### src/rtl/mem_ctrl_pkg.sv
// Shared encodings for the byte-serial memory controller: FSM states,
// access sizes, grant identities and the IO region tag.
package mem_ctrl_pkg;

  typedef enum logic [1:0] {IDLE, IF_RD, LS_RD, LS_WR} state_t;
  typedef enum logic {GNT_IF, GNT_LS} grant_t;

  localparam logic [1:0] SZ_B = 2'b00;
  localparam logic [1:0] SZ_H = 2'b01;
  localparam logic [1:0] SZ_W = 2'b10;

  localparam logic [1:0] IO_HI_REGION = 2'b11;

  // The illegal size 2'b11 is served as a full word.
  function automatic logic [2:0] size_bytes(input logic [1:0] size);
    case (size)
      SZ_B:    size_bytes = 3'd1;
      SZ_H:    size_bytes = 3'd2;
      SZ_W:    size_bytes = 3'd4;
      default: size_bytes = 3'd4;
    endcase
  endfunction

endpackage

### src/rtl/mem_ctrl_arb.sv
// Two-way round-robin arbiter between instruction fetch and load/store.
// Grants only while enabled; remembers the last winner for tie-breaking.
module mem_ctrl_arb
  import mem_ctrl_pkg::*;
(
  input  logic clk_in,
  input  logic rst_in,
  input  logic en,
  input  logic if_elig,
  input  logic ls_elig,
  output logic grant_if,
  output logic grant_ls
);

  grant_t last_grant;

  // On a tie the requester that did not win last time goes first.
  always_comb begin
    grant_if = en && if_elig && (!ls_elig || last_grant == GNT_LS);
    grant_ls = en && ls_elig && (!if_elig || last_grant == GNT_IF);
  end

  always_ff @(posedge clk_in or posedge rst_in) begin
    if (rst_in) begin
      last_grant <= GNT_IF;
    end else if (grant_if) begin
      last_grant <= GNT_IF;
    end else if (grant_ls) begin
      last_grant <= GNT_LS;
    end
  end

endmodule

### src/rtl/mem_ctrl.sv
// Byte-serial memory port sequencer shared by fetch and load/store.
// Splits word/half/byte requests into byte cycles and reassembles read data.
module mem_ctrl
  import mem_ctrl_pkg::*;
#(
  parameter int         ADDR_W = 32,
  parameter logic [1:0] IO_HI  = IO_HI_REGION
) (
  input  logic              clk_in,
  input  logic              rst_in,
  input  logic              rdy_in,
  input  logic [7:0]        mem_din,
  output logic [7:0]        mem_dout,
  output logic [ADDR_W-1:0] mem_a,
  output logic              mem_wr,
  input  logic              io_buffer_full,
  input  logic              if_req,
  input  logic [ADDR_W-1:0] if_addr,
  input  logic              if_flush,
  output logic              if_done,
  output logic [31:0]       if_data,
  input  logic              ls_req,
  input  logic              ls_we,
  input  logic [ADDR_W-1:0] ls_addr,
  input  logic [1:0]        ls_size,
  input  logic [31:0]       ls_wdata,
  output logic              ls_done,
  output logic [31:0]       ls_rdata
);

  state_t            state_q, state_n;
  logic [2:0]        cnt_q, cnt_n;
  logic [31:0]       buf_q, buf_n;
  logic [ADDR_W-1:0] mem_a_n;
  logic [7:0]        mem_dout_n;
  logic              mem_wr_n;
  logic              if_done_q, if_done_n;
  logic              ls_done_q, ls_done_n;
  logic [31:0]       if_data_n, ls_rdata_n;
  logic              io_blocked, if_elig, ls_elig, grant_if, grant_ls;
  logic [2:0]        n_bytes;
  logic [ADDR_W-1:0] base_addr;
  logic [1:0]        rd_idx;

  // A store into the IO region waits while the IO buffer is full.
  assign io_blocked = ls_we && (ls_addr[17:16] == IO_HI) && io_buffer_full;
  assign if_elig    = if_req && !if_flush && !if_done_q;
  assign ls_elig    = ls_req && !ls_done_q && !io_blocked;

  // Done registers hold across a freeze, so mask them until rdy_in returns.
  assign if_done    = if_done_q && rdy_in;
  assign ls_done    = ls_done_q && rdy_in;

  assign n_bytes    = (state_q == IF_RD) ? 3'd4 : size_bytes(ls_size);
  assign base_addr  = (state_q == IF_RD) ? if_addr : ls_addr;
  assign rd_idx     = 2'(cnt_q - 3'd2);

  mem_ctrl_arb u_arb (
    .clk_in   (clk_in),
    .rst_in   (rst_in),
    .en       (rdy_in && state_q == IDLE),
    .if_elig  (if_elig),
    .ls_elig  (ls_elig),
    .grant_if (grant_if),
    .grant_ls (grant_ls)
  );

  // cnt_q counts edges since accept: it drives the next address, selects the
  // byte lane two edges behind it, and ends the access.
  always_comb begin
    state_n    = state_q;
    cnt_n      = cnt_q;
    buf_n      = buf_q;
    mem_a_n    = mem_a;
    mem_dout_n = mem_dout;
    mem_wr_n   = 1'b0;
    if_done_n  = 1'b0;
    ls_done_n  = 1'b0;
    if_data_n  = if_data;
    ls_rdata_n = ls_rdata;
    case (state_q)
      IDLE: begin
        if (grant_if) begin
          state_n = IF_RD;
          cnt_n   = 3'd1;
          buf_n   = '0;
          mem_a_n = if_addr;
        end else if (grant_ls) begin
          cnt_n   = 3'd1;
          buf_n   = '0;
          mem_a_n = ls_addr;
          if (ls_we) begin
            state_n    = LS_WR;
            mem_dout_n = ls_wdata[7:0];
            mem_wr_n   = 1'b1;
          end else begin
            state_n = LS_RD;
          end
        end
      end
      IF_RD, LS_RD: begin
        if (state_q == IF_RD && if_flush) begin
          state_n = IDLE;
          cnt_n   = 3'd0;
        end else begin
          if (cnt_q < n_bytes) begin
            mem_a_n = base_addr + ADDR_W'(cnt_q);
          end
          if (cnt_q >= 3'd2) begin
            buf_n[{rd_idx, 3'b000} +: 8] = mem_din;
          end
          if (cnt_q == 3'(n_bytes + 3'd1)) begin
            state_n = IDLE;
            cnt_n   = 3'd0;
            if (state_q == IF_RD) begin
              if_done_n = 1'b1;
              if_data_n = buf_n;
            end else begin
              ls_done_n  = 1'b1;
              ls_rdata_n = buf_n;
            end
          end else begin
            cnt_n = cnt_q + 3'd1;
          end
        end
      end
      LS_WR: begin
        if (cnt_q < n_bytes) begin
          mem_a_n    = ls_addr + ADDR_W'(cnt_q);
          mem_dout_n = ls_wdata[{cnt_q[1:0], 3'b000} +: 8];
          mem_wr_n   = 1'b1;
          cnt_n      = cnt_q + 3'd1;
        end else begin
          state_n   = IDLE;
          cnt_n     = 3'd0;
          ls_done_n = 1'b1;
        end
      end
      default: begin
        state_n = IDLE;
        cnt_n   = 3'd0;
      end
    endcase
  end

  always_ff @(posedge clk_in or posedge rst_in) begin
    if (rst_in) begin
      state_q   <= IDLE;
      cnt_q     <= 3'd0;
      buf_q     <= '0;
      mem_a     <= '0;
      mem_dout  <= 8'd0;
      mem_wr    <= 1'b0;
      if_done_q <= 1'b0;
      ls_done_q <= 1'b0;
      if_data   <= '0;
      ls_rdata  <= '0;
    end else if (rdy_in) begin
      state_q   <= state_n;
      cnt_q     <= cnt_n;
      buf_q     <= buf_n;
      mem_a     <= mem_a_n;
      mem_dout  <= mem_dout_n;
      mem_wr    <= mem_wr_n;
      if_done_q <= if_done_n;
      ls_done_q <= ls_done_n;
      if_data   <= if_data_n;
      ls_rdata  <= ls_rdata_n;
    end
  end

endmodule

### config.mk
export PLATFORM = sky130hd
export DESIGN_NAME = mem_ctrl
export DESIGN_NICKNAME = d
export VERILOG_FILES = /design/src/rtl/mem_ctrl_pkg.sv /design/src/rtl/mem_ctrl_arb.sv /design/src/rtl/mem_ctrl.sv
export SDC_FILE = /design/constraint.sdc
export NUM_CORES = 1
export LEC_CHECK = 0
export CORE_MARGIN = 5
export CORE_UTILIZATION = 45
export DETAILED_ROUTE_END_ITERATION = 10
export PLACE_DENSITY = 0.78
export SLEW_MARGIN = 0
export SYNTH_ARGS = -nofsm -noshare
export SYNTH_HDL_FRONTEND = slang
export SYNTH_SLANG_ARGS = --single-unit
### constraint.sdc
create_clock -name clk_in -period 4.8 [get_ports clk_in]
set_input_delay 0.96 -clock clk_in [delete_from_list [all_inputs] [get_ports clk_in]]
set_output_delay 0.96 -clock clk_in [all_outputs]
set_load 0.05 [all_outputs]
# --- Word level (Yosys, flattened, before mapping) ---
# Cells that the tools add are included.
word_totals:
  latch_bits: 0
  ram_bits: 0
  output_inout_bits: 107
  reg_bits: 145
  mem_count: 0
  rom_bits: 0
classes:
  n_shift: 3
  bitwise: 3
  mux: 49
  order_cmp: 2
  n_eq_ne: 15
  add_sub_neg: 6
  n_mul: 0
  reduce_logical: 35
  div_mod_pow: 0
ops:
  columns: ["cell", "count"]
  rows:
  - ["2-to-1 mux 32 bit", 10]
  - ["one-hot mux 32 bit (3 select lines)", 1]
  - ["adder 32 x 3 -> 32 bit", 2]
  - ["one-hot mux 32 bit (2 select lines)", 1]
  - ["bitwise mux 32 bit", 1]
  - ["2-to-1 mux 8 bit", 4]
  - ["variable shift 8 x 7 -> 32 bit (first input constant)", 1]
  - ["indexed part select 32 x 6 -> 8 bit", 1]
  - ["indexed part select 8 x 7 -> 32 bit", 1]
  - ["2-to-1 mux 3 bit", 6]
  - ["one-hot mux 8 bit (2 select lines)", 1]
  - ["2-to-1 mux 1 bit", 15]
  - ["AND reduction 5 bit", 3]
  - ["logical AND 1 bit", 14]
  - ["inequality test 2 bit (second input constant)", 7]
  - ["2-to-1 mux 2 bit", 5]
  - ["one-hot mux 3 bit (3 select lines)", 1]
  - ["AND reduction 4 bit", 2]
  - ["negation 5 -> 7 bit", 1]
  - ["adder 3 x 1 -> 3 bit (second input constant)", 2]
  - ["equality test 2 bit (second input constant)", 3]
  - ["logical NOT 1 bit", 6]
  - ["inequality test 3 bit (second input constant)", 2]
  - ["one-hot mux 2 bit (3 select lines)", 1]
  - ["other kinds (14)", 22]

# --- Longest topological paths before layout ---
# Gate-level depths: netlist of the first run.
logic_depth:
  ltp_word: 10
  mapped_depth: 19
  mapped_depth_nobuf: 15

# --- Hierarchy ---
# Synthesis of the first run repeated with hierarchy kept, for this count alone.
hier_totals:
  cells_unflattened: 906
  area_unflattened_um2: 8390.5
by_module_without_submodules:
  columns: ["module", "area_per_inst_um2", "cells_each", "seq_area_each_um2", "n_inst"]
  rows:
  - ["mem_ctrl", 8325.5, 897, 3603.5, 1]
  - ["mem_ctrl_arb", 65.1, 9, 25.0, 1]

# --- Worst setup path after synthesis of the first run ---
# No wires, ideal clock.
synth_path:
  path_kind: "reg-to-reg"
  from: "register state_q[1]"
  to: "register mem_a[28]"
  slack_ps: 696
  synth_period_minus_slack_ps: 4104
  arrival_ps: 3962
  path_stages_with_launch: 20
  required_time_ps: 4658
  path_cell_list: "dfrtp_1 > inv_1 > ha_1 > and2b_1 > buf_6 > buf_2 > buf_2 > buf_2 > nand2_1 > nand2_1 > ha_1 > inv_1 > fa_1 > nand2b_1 > nand2_1 > and4b_1 > nand4_2 > or4b_1 > xnor2_1 > o221ai_1"
synth_via:
  elab_chain_len: 6
  elab_cells_between_ends: 24
  cone_classes: "1 x add/sub; 1 x order compare; 7 x eq/ne; 6 x mux; 9 x reduce/logical"
synth_rtl:
  columns: ["element", "line_no", "text"]
  rows:
  - ["from (decl)", "mem_ctrl.sv:31", "state_t state_q, state_n;"]
  - ["from (signal assigned)", "mem_ctrl.sv:159", "state_q <= state_n;"]
  - ["equality test 2 x 1 -> 1 bit / logical NOT 2 bit (equally long branches)", null, null]
  - ["2-to-1 mux 32 bit / logical AND 1 bit (equally long branches)", "mem_ctrl.sv:55, mem_ctrl.sv:61", null]
  - ["adder 32 x 3 -> 32 bit, or another cell as far along", "mem_ctrl.sv:107", "mem_a_n = base_addr + ADDR_W'(cnt_q);"]
  - ["2-to-1 mux 32 bit, or another cell as far along", "mem_ctrl.sv:106", "if (cnt_q < n_bytes) begin"]
  - ["2-to-1 mux 32 bit, or another cell as far along", "mem_ctrl.sv:102", "if (state_q == IF_RD && if_flush) begin"]
  - ["one-hot mux 32 bit (3 select lines) / AND reduction 5 bit (equally long branches)", null, null]
  - ["to (signal assigned)", "mem_ctrl.sv:162", "mem_a <= mem_a_n;"]
  - ["to (decl)", "mem_ctrl.sv:14", "output logic [ADDR_W-1:0] mem_a,"]
# Parallel ways exist; a longest one is shown, timed or not. The select of a mux whose other input is x is not followed.
# A chain may end at the register's enable or synchronous reset.

# --- Worst setup path after layout of the first run ---
layout_path:
  from: "register state_q[0]"
  to: "register mem_a[28]"
# Same word-level chain as after synthesis.

==> flow_summary_export.csv, run 1 <==
group,metric,value,unit
grt,grt_use_total,22.71,%
yosys,async_flop_share,100.0,%
grt,antenna_found_initial,1,
floorplan,dieArea,21280,sq um
cts,clock_latency,440,ps
route,drt-total-wl,24450,um
sta,tightest_slew,1159,ps
setup_path,startpoint,"state_q[0]",
sta,rsz0062_at_grt,"no",
sta,setup_viol,0,
floorplan,die_width,145.9,um
layout,area_growth,35.74,%
sta,fin_crit,4019,ps
setup_path,cp_common_cell,"nand2_1",
setup_path,worstPathCellList,"ha_1 -> nand2b_1 -> nand2_1 -> nand2_1 -> ha_1 -> inv_1 -> fa_1 -> nand2b_1 -> nand2_1 -> and4b_1 -> nand4_2 -> or4b_1 -> xnor2_1 -> o221ai_1",
floorplan,ios,221,
cts,path_clk_slew,70,ps
setup_path,endpoint_kind,"register",
route,drt_iter0_drc,551,
place,dp_slack,725.0,ps
setup_path,slowest_delay,640,ps
power,power,7.283,mW
setup_path,crit_slowest_cell,"or4b_1",
floorplan,start_util,45.94,%
yosys,ys.flop_type,"dfrtp_1",
sta,clock_skew,14.19,ps
setup_path,cp-start-kind,"register",
place,gp_congestion,0.8861,
setup_path,worstPathArrival,4310,ps
sta,hold_viol_final,0,
power,power.leakage,4.985,nW
power,powerDensity,645.8,nW/um^2
layout,stdcell_count,1306,
layout,final_common_cell,"clkdlybuf4s50_1",
sta,timing.slew.headroom,22.73,%
yosys,syn_nets,1009,
route,via_count,7613,
cts,cts.path.max_buffers,2,
layout,final_nets,1197,
yosys,postSynthAreaPerCell,9.484,sq um
sta,slew_viol_final,0,
sta,final.setup.tns,0,ps
cts,cts-buffers-inserted,17,
yosys,syn-cell-area,8308,sq um
place,dp.cells,1274,
cts,clock-sinks,145,
cts,cts.repair.resized,0,
setup_path,path_delay_family,"simple AND/OR/NAND/NOR gates",
route,wl_per_cell,18.72,um
yosys,ys_seq_area_share,43.67,%
cts,root_buffer,"clkbuf_16",
sta,setup_ws,781.2,ps
layout,fill_cells,1504,
route,remaining_drc_errors,0,
grt,grt_pass1_vias,7362,
min_path,worstHoldPathType,"reg2reg",
setup_path,cp_max_fo,15,
setup_path,timing.rr.start,"state_q[0]",
cts,post_cts_buffers,0,
layout,diodes,0,
floorplan,fp.dieH,145.9,um
place,io_buffers,220,
cts,cts_tree,"done",
yosys,synth_edf_count,0,
yosys,yosys_warnings,0,
setup_path,crit_required,5090,ps
floorplan,coreArea,18090,sq um
grt,grt_overflow,0,
power,ir_drop,0.3731,mV
grt,grt_pass1_wl,39390,um
setup_path,crit_type,"reg2reg",
yosys,ys_ff_latch,145,
route,avgViaCountPerCell,5.829,
setup_path,path_buf_inv,1,
yosys,ys_types,59,
run,drv_cap,0,
grt,grt_max_degree,65,
layout,final_layout_size_suffix_gt1_share,7.335,%
route,first_pass_iters,5,
layout,final_cell_mix,"clkdlybuf4s50_1, dfrtp_1, nand2_1, mux2i_1, a22o_1",
sta,finalCritPeriodShare,83.72,%
cts,h-tree-depth,4,
route,ant_nets,0,
floorplan,num_rows,49,
cts,cts.hold.buffers_added,0,
min_path,min_from,"ls_rdata[15]",
sta,fmax,248.8,MHz
yosys,netlist_instances,876,
place,dp_hpwl,17610,um
status,status,"completed",
per-layer routing:
layer  wire length, um  GRT usage [%]
met5                11              0
met4               646          7.835
met1             10300          30.01
met2             11620          36.50
met3              1870          5.730
cell usage after synthesis (all sizes together), types with 5 or more instances:
cell type	instances	share of area [%]
a21oi	57	3.4
clkbuf	54	2.4
nor2b	8	0.60
buf	11	0.71
and3	5	0.38
nand3	19	1.2
xnor2	18	1.9
nor4	5	0.38
nor3b	5	0.45
o21ai	54	3.3
mux2	22	3.0
o221ai	19	2.0
mux2i	67	8.1
nand2b	5	0.38
nor3	6	0.36
nand2	127	5.7
a22oi	30	2.7
ha	18	2.7
a22o	60	6.3
a21o	5	0.45
xor2	13	1.4
nor2	59	2.7
dfrtp	145	44
inv	13	0.59
o22ai	8	0.60
tightest hold or removal path, cell delays in order, from the launching register on:
cell and delay [ps]:
dfrtp_1 340, nand2_1 40, o21ai_0 60
kinds of logic (layout without fill, tap and decap cells):
kind of cell | count (synthesis) | after routing | synth area share (%)
buffers and inverters | 78 | 279 | 3.735
XOR/XNOR | 31 | 31 | 3.268
flip-flops | 145 | 145 | 43.67
multiplexers | 89 | 89 | 11.10
AO/OA/AOI/OAI | 250 | 250 | 20.50
AND/OR/NAND/NOR | 264 | 264 | 14.77
adder cells (fa/ha/maj) | 19 | 19 | 2.952
sequential cells by signal, summed over array words and instances, names as in the netlist:
| name | flops |
|---|---|
| buf_q | 32 |
| cnt_q | 3 |
| if_data | 32 |
| if_done_q | 1 |
| ls_done_q | 1 |
| ls_rdata | 32 |
| mem_a | 32 |
| mem_dout | 8 |
| mem_wr | 1 |
| state_q | 2 |
| u_arb.last_grant | 1 |
power breakdown:
part           internal [mW]  leakage [nW]  switching [mW]
clock                  0.695         0.278           0.612
combinational           1.48          2.83            2.47
sequential              1.68          1.88           0.342
total                   3.85          4.99            3.43
layout make-up:
class	instances	area, sq um	share of cell area [%]
multi-input cells	653	4387	38.90
repair buffers	234	2332	20.68
flip-flops and latches	145	3628	32.18
clock inverters	15	165.2	1.465
inverters	13	52.55	0.4660
well taps	229	286.5	2.541
clock buffers	17	425.4	3.772
stage by stage:
step                      hold WS [ps]  cell area (sq um)  util [%]
after floorplan                  466.1               8312         -
after global placement           459.4              10690     59.09
after detailed placement         469.4              10690     59.09
after CTS                        486.4              11280     62.35
after global routing             507.2              11280     62.35
final                            478.2              11280     62.35
final timing paths:
check	to	slack, ps	cells past startpoint
min in group asynchronous	mem_a[7]	1130	2
setup reg to reg	mem_a[28]	780	14
setup / recovery	mem_a[28]	780	14
max in group asynchronous	if_data[7]	2870	3
hold reg to reg	ls_rdata[15]	480	2
hold / removal	ls_rdata[15]	480	2
No activity file was read; power rests on OpenSTA's default activity.
==> run 2: changes to the inputs <==
Settings changed: CORE_UTILIZATION 45 to 49, PLACE_DENSITY 0.78 to 0.81.
Clock period 4.8 ns to 3.72 ns, I/O delays scaled along.
==> run 2 against run 1 <==
  * Sequential power increased by 28%
  * Maximum frequency increased by 16%
  * Cell area increased by 2.1%
  * Register-to-register slack got worse by 530 ps
  * Via count increased by 1.5%
  * Hold slack about the same
  * First-iteration DRC count increased by 24%
  * Utilization increased by 7.1 points
  * Sequential cell count unchanged
  * Critical path type unchanged
  * Critical endpoint is now mem_a[29]
==> flow_summary_export.csv, run 2 (same netlist as run 1, synthesis figures left out) <==
group,metric,value,unit
route,avgViaCountPerCell,5.848,
grt,grt_use_total,24.82,%
sta,timing.slew.headroom,46.09,%
cts,root_buffer,"clkbuf_16",
sta,hold_ws,478.7,ps
cts,cts.path.max_buffers,2,
floorplan,ios,221,
sta,setup_viol,0,
cts,cts_tree,"done",
layout,final_common_cell,"clkdlybuf4s50_1",
grt,grt_overflow,0,
cts,clock_latency,430,ps
sta,final.setup.tns,0,ps
setup_path,rrSetupSlack,250,ps
route,first_pass_iters,5,
power,ir_drop,0.5509,mV
grt,grt_max_degree,146,
sta,rsz0062_at_grt,"no",
cts,clock-sinks,145,
setup_path,startpoint,"state_q[1]",
layout,diodes,0,
route,drt_iter0_drc,685,
cts,cts.hold.buffers_added,0,
place,dp_hpwl,17560,um
floorplan,fp.dieH,140.2,um
layout,area_growth,38.58,%
min_path,worstHoldPathType,"reg2reg",
power,switchingPower,4.404,mW
power,p_seq_share,26.7,%
floorplan,coreArea,16580,sq um
status,status,"completed",
setup_path,crit_type,"reg2reg",
floorplan,num_rows,47,
route,drt-total-wl,24750,um
layout,final_layout_size_suffix_gt1_share,9.537,%
cts,path_clk_slew,70,ps
sta,finalCritPeriodShare,93.23,%
sta,tightest_slew,808.7,ps
cts,post_cts_buffers,0,
power,clkPwrFrac,19.0,%
route,remaining_drc_errors,0,
route,wl_per_cell,18.74,um
setup_path,crit_required,4040,ps
sta,fin_crit,3468,ps
setup_path,timing.rr.start,"state_q[1]",
sta,fmax,288.3,MHz
floorplan,dieArea,19660,sq um
power,switching_share,45.43,%
power,p_int,5.291,mW
route,ant_nets,0,
place,dpl_cell_area,10880,sq um
place,io_buffers,220,
setup_path,worstRegToRegCells,11,
setup_path,r2r-end,"mem_a[29]",
cts,cts.repair.resized,0,
sta,hold_viol_final,0,
grt,antenna_found_initial,0,
route,via_count,7725,
setup_path,cp-start-kind,"register",
cts,h-tree-depth,4,
cts,cts-buffers-inserted,17,
setup_path,endpoint_kind,"register",
floorplan,start_util,50.10,%
power,power.leakage,5.124,nW
setup_path,worstPathArrival,3790,ps
grt,grt_pass1_vias,7620,
place,gp_congestion,0.9233,
setup_path,cp_max_fo,32,
grt,grt_pass1_wl,39790,um
layout,final_cell_mix,"clkdlybuf4s50_1, dfrtp_1, nand2_1, mux2i_1, a22o_1",
floorplan,die_width,140.2,um
setup_path,cp-endpoint,"mem_a[29]",
power,powerDensity,842.0,nW/um^2
sta,clock_skew,10.45,ps
layout,final_area,11510,sq um
power,p_comb_share,54.3,%
sta,slew_viol_final,0,
run,drv_cap,0,
layout,final_nets,1221,
[run 2: cell types whose count changed in the layout (fill, tap and decap cells not counted), moves of 2 or more]
cell / delta
bufinv_16: +4
inv_6: -2
inv_8: -2
clkinv_8: -4
ha_1: -2
clkinv_4: +3
buf_4: +24
[run 2: metal layers]
layer / track usage [%] / wire length, um / up-vias
met5: 0 / 0 / -
met3: 5.147 / 1663 / 59
met1: 32.98 / 10260 / 3737
li1: - / - / 3606
met4: 9.077 / 656 / 0
met2: 40.30 / 12170 / 323
[run 2: how the worst min path moves through the flow]
stage | from | to | slack (ps) | cells past startpoint
3_3_place_gp | ls_rdata[4] | ls_rdata[4] | 460 | 2
3_5_place_dp | mem_wr | mem_wr | 470 | 1
6_report | ls_rdata[29] | ls_rdata[29] | 480 | 2
4_1_cts | ls_rdata[27] | ls_rdata[27] | 480 | 2
2_1_floorplan | buf_q[30] | buf_q[30] | 470 | 1
5_1_grt | ls_rdata[13] | ls_rdata[13] | 510 | 2
[run 2: cell type report]
type	instances	area, sq um
clock inverter	14	203.9
clock buffer	18	429.2
tap	220	275.3
fill	1258	5070
sequential	145	3628
multi-input combinational	653	4412
inverter	13	52.55
timing repair buffer	258	2512
[run 2: power by group through the flow]
stage          sequential, mW  combinational [mW]  clock, mW
6_report                 2.59                5.26       1.84
5_1_grt                  2.66                5.63       1.92
4_1_cts                  2.59                5.27       1.86
3_5_place_dp             2.59                5.24          0
3_3_place_gp             2.58                5.15          0
2_1_floorplan            3.91                2.24          0
[run 2: critical path, stage by stage (launching register included)]
cell and delay [ps]:
dfrtp_1 380, inv_1 170, ha_4 210, and2b_2 200, buf_4 470, mux2i_1 270
or3_1 450, buf_4 190, nor4_1 420, nor3b_1 350, o32a_1 210, nand2_1 50
[run 2: stage by stage]
stage,utilization [%],setup slack [ps],total power [mW],std cells
5_1_grt,69.43,57.71,10.22,1321
4_1_cts,69.43,250.5,9.717,1321
3_5_place_dp,65.61,67.07,7.833,1289
2_1_floorplan,-,1.932,6.159,876
3_3_place_gp,65.61,122.3,7.736,1289
6_report,69.43,251.9,9.695,1321
==> run 3: changes to the inputs <==
Settings changed: GPL_TIMING_DRIVEN set to 0.
==> run 3 against run 2 <==
  * Hold slack better by 1.2 ps
  * Die area stayed put
  * Sequential power hardly changed
  * Count of clock-buffer cells in the layout is 1 lower
  * Combinational power is 3% higher
  * Clock skew is 1.5 ps lower
  * Critical path depth is 1 higher
  * First-iteration DRC count is 8.8% higher
  * Worst setup slack worse by 100 ps
  * Sequential cell count stayed put
  * Critical endpoint is now mem_a[25]
  * Largest power group unchanged
==> flow_summary_export.csv, run 3 (same netlist as run 1, synthesis figures left out) <==
group,metric,value,unit
route,wl_met3,1868,um
sta,fmax,280.3,MHz
place,dpl_cell_area,10810,sq um
route,via_count,8075,
layout,final_nets,1253,
sta,setup_viol,0,
power,powerDensity,841.6,nW/um^2
route,drt_iter0_drc,745,
cts,cts-buffers-inserted,17,
cts,root_buffer,"clkbuf_16",
place,io_buffers,211,
place,dp_hpwl,19480,um
sta,tightest_slew,896.6,ps
floorplan,dieArea,19660,sq um
sta,timing.slew.headroom,39.73,%
power,power.leakage,5.127,nW
power,switching_share,46.84,%
route,remaining_drc_errors,0,
route,wl_met1,10600,um
route,wl_per_cell,19.33,um
sta,finalCritPeriodShare,95.92,%
cts,cts.hold.buffers_added,0,
grt,antenna_found_initial,0,
floorplan,start_util,50.10,%
cts,clock-sinks,145,
sta,rsz0062_at_grt,"no",
cts,cts_tree,"done",
route,ant_nets,0,
cts,path_clk_slew,70,ps
sta,hold_viol_final,0,
layout,diodes,0,
floorplan,coreArea,16580,sq um
route,first_pass_iters,5,
setup_path,crit_required,4050,ps
power,clkPwrFrac,17.9,%
grt,grt_max_degree,45,
setup_path,crit_type,"in2reg",
floorplan,die_width,140.2,um
floorplan,num_rows,47,
setup_path,endpoint_kind,"register",
power,switchingPower,4.570,mW
layout,area_growth,39.53,%
setup_path,worstRegToRegCells,16,
sta,fin_crit,3568,ps
grt,grt_pass1_vias,8059,
min_path,worstHoldPathType,"reg2reg",
sta,final.setup.tns,0,ps
place,gp_congestion,0.8987,
route,avgViaCountPerCell,5.968,
layout,final_common_cell,"clkdlybuf4s50_1",
grt,grt_overflow,0,
power,p_seq_share,26.6,%
setup_path,cp_max_fo,10,
layout,fill_cells,1302,
setup_path,startpoint,"ls_size[1]",
cts,h-tree-depth,4,
layout,final_area,11590,sq um
power,ir_drop,0.4474,mV
cts,clock_latency,430,ps
floorplan,ios,221,
run,drv_cap,0,
layout,post-route-util,69.90,%
status,status,"completed",
grt,grt_pass1_wl,42210,um
sta,hold_ws,479.8,ps
sta,clock_skew,8.996,ps
route,drt-total-wl,26150,um
setup_path,cp-endpoint,"mem_a[25]",
grt,grt_use_total,26.30,%
sta,slew_viol_final,0,
power,p_int,5.186,mW
layout,final_cell_mix,"clkdlybuf4s50_1, dfrtp_1, nand2_1, mux2i_1, a22o_1",
setup_path,cp-start-kind,"primary input",
setup_path,r2r-end,"mem_a[23]",
power,p_comb_share,55.5,%
cts,cts.path.max_buffers,2,
route,dr_wl_met2,12850,um
setup_path,worstPathArrival,3900,ps
setup_path,rrSetupSlack,160,ps
route,top_layer_used,"met4",
setup_path,timing.rr.start,"state_q[0]",
layout,final_layout_size_suffix_gt1_share,9.003,%
floorplan,fp.dieH,140.2,um
[run 3: changes by cell type in the layout (fill, tap and decap cells not counted), moves of 3 or more]
cell and change:
buf_12 +3, buf_2 +3, buf_4 -24, bufinv_16 -3, clkbuf_1 +46, clkbuf_2 +7, clkdlybuf4s50_1 -9, clkinv_8 +3
inv_8 +4
[run 3: per-stage QoR]
step                      power, mW  setup WS (ps)  instances
after floorplan               6.159          1.932        876
after global placement        7.747         -606.7       1307
after detailed placement      7.872         -642.2       1310
after CTS                     9.685          20.06       1342
after global routing          10.29          16.23       1353
final                         9.756          151.8       1353
[run 3: layout make-up]
| cell class | count | area [sq um] | area share (%) |
|---|---|---|---|
| Buffer | 62 | 307.8 | 2.655 |
| Clock buffer | 17 | 425.4 | 3.670 |
| Clock inverter | 15 | 186.4 | 1.608 |
| Inverter | 13 | 52.55 | 0.4533 |
| Multi-Input combinational cell | 653 | 4437 | 38.27 |
| Sequential cell | 145 | 3630 | 31.31 |
| Tap cell | 220 | 275.3 | 2.375 |
| Timing Repair Buffer | 228 | 2278 | 19.65 |
[run 3: critical path, cell delays in order]
cell and delay, ps:
clkdlybuf4s50_1 430, nor2_1 240, nand2_1 130, ha_1 300
nor2b_1 140, o21a_1 190, o21ai_0 310, nand3b_1 380
or2_2 440, clkbuf_1 290, a2bb2oi_1 210, o21ai_0 110
[run 3: how the worst min path moves through the flow]
| stage | start | endpoint | slack [ps] | depth (start not counted) |
|---|---|---|---|---|
| 3_5_place_dp | ls_rdata[22] | ls_rdata[22] | 470 | 2 |
| 2_1_floorplan | buf_q[30] | buf_q[30] | 470 | 1 |
| 3_3_place_gp | ls_rdata[26] | ls_rdata[26] | 460 | 2 |
| 4_1_cts | ls_rdata[10] | ls_rdata[10] | 490 | 2 |
| 5_1_grt | ls_rdata[21] | ls_rdata[21] | 500 | 2 |
| 6_report | ls_rdata[24] | ls_rdata[24] | 480 | 2 |
[run 3: repair_timing]
action | 4_1_cts | 5_1_grt
pin swaps | 1 | 1
setup endpoints to repair | 21 | 45
resized for setup | 13 | 19
setup buffers | 3 | 10
[run 3: metal layers]
layer / vias up / track usage, %
met5: - / 0
met4: 0 / 9.638
met3: 79 / 5.590
met2: 338 / 44.20
met1: 3993 / 33.52
li1: 3665 / -
[run 3: power groups by stage]
stage	logic [mW]	clock network, mW	registers [mW]
global route	5.79	1.84	2.66
global placement	5.18	0	2.57
finish	5.42	1.75	2.59
detailed placement	5.28	0	2.59
floorplan	2.24	0	3.91
CTS	5.34	1.76	2.58
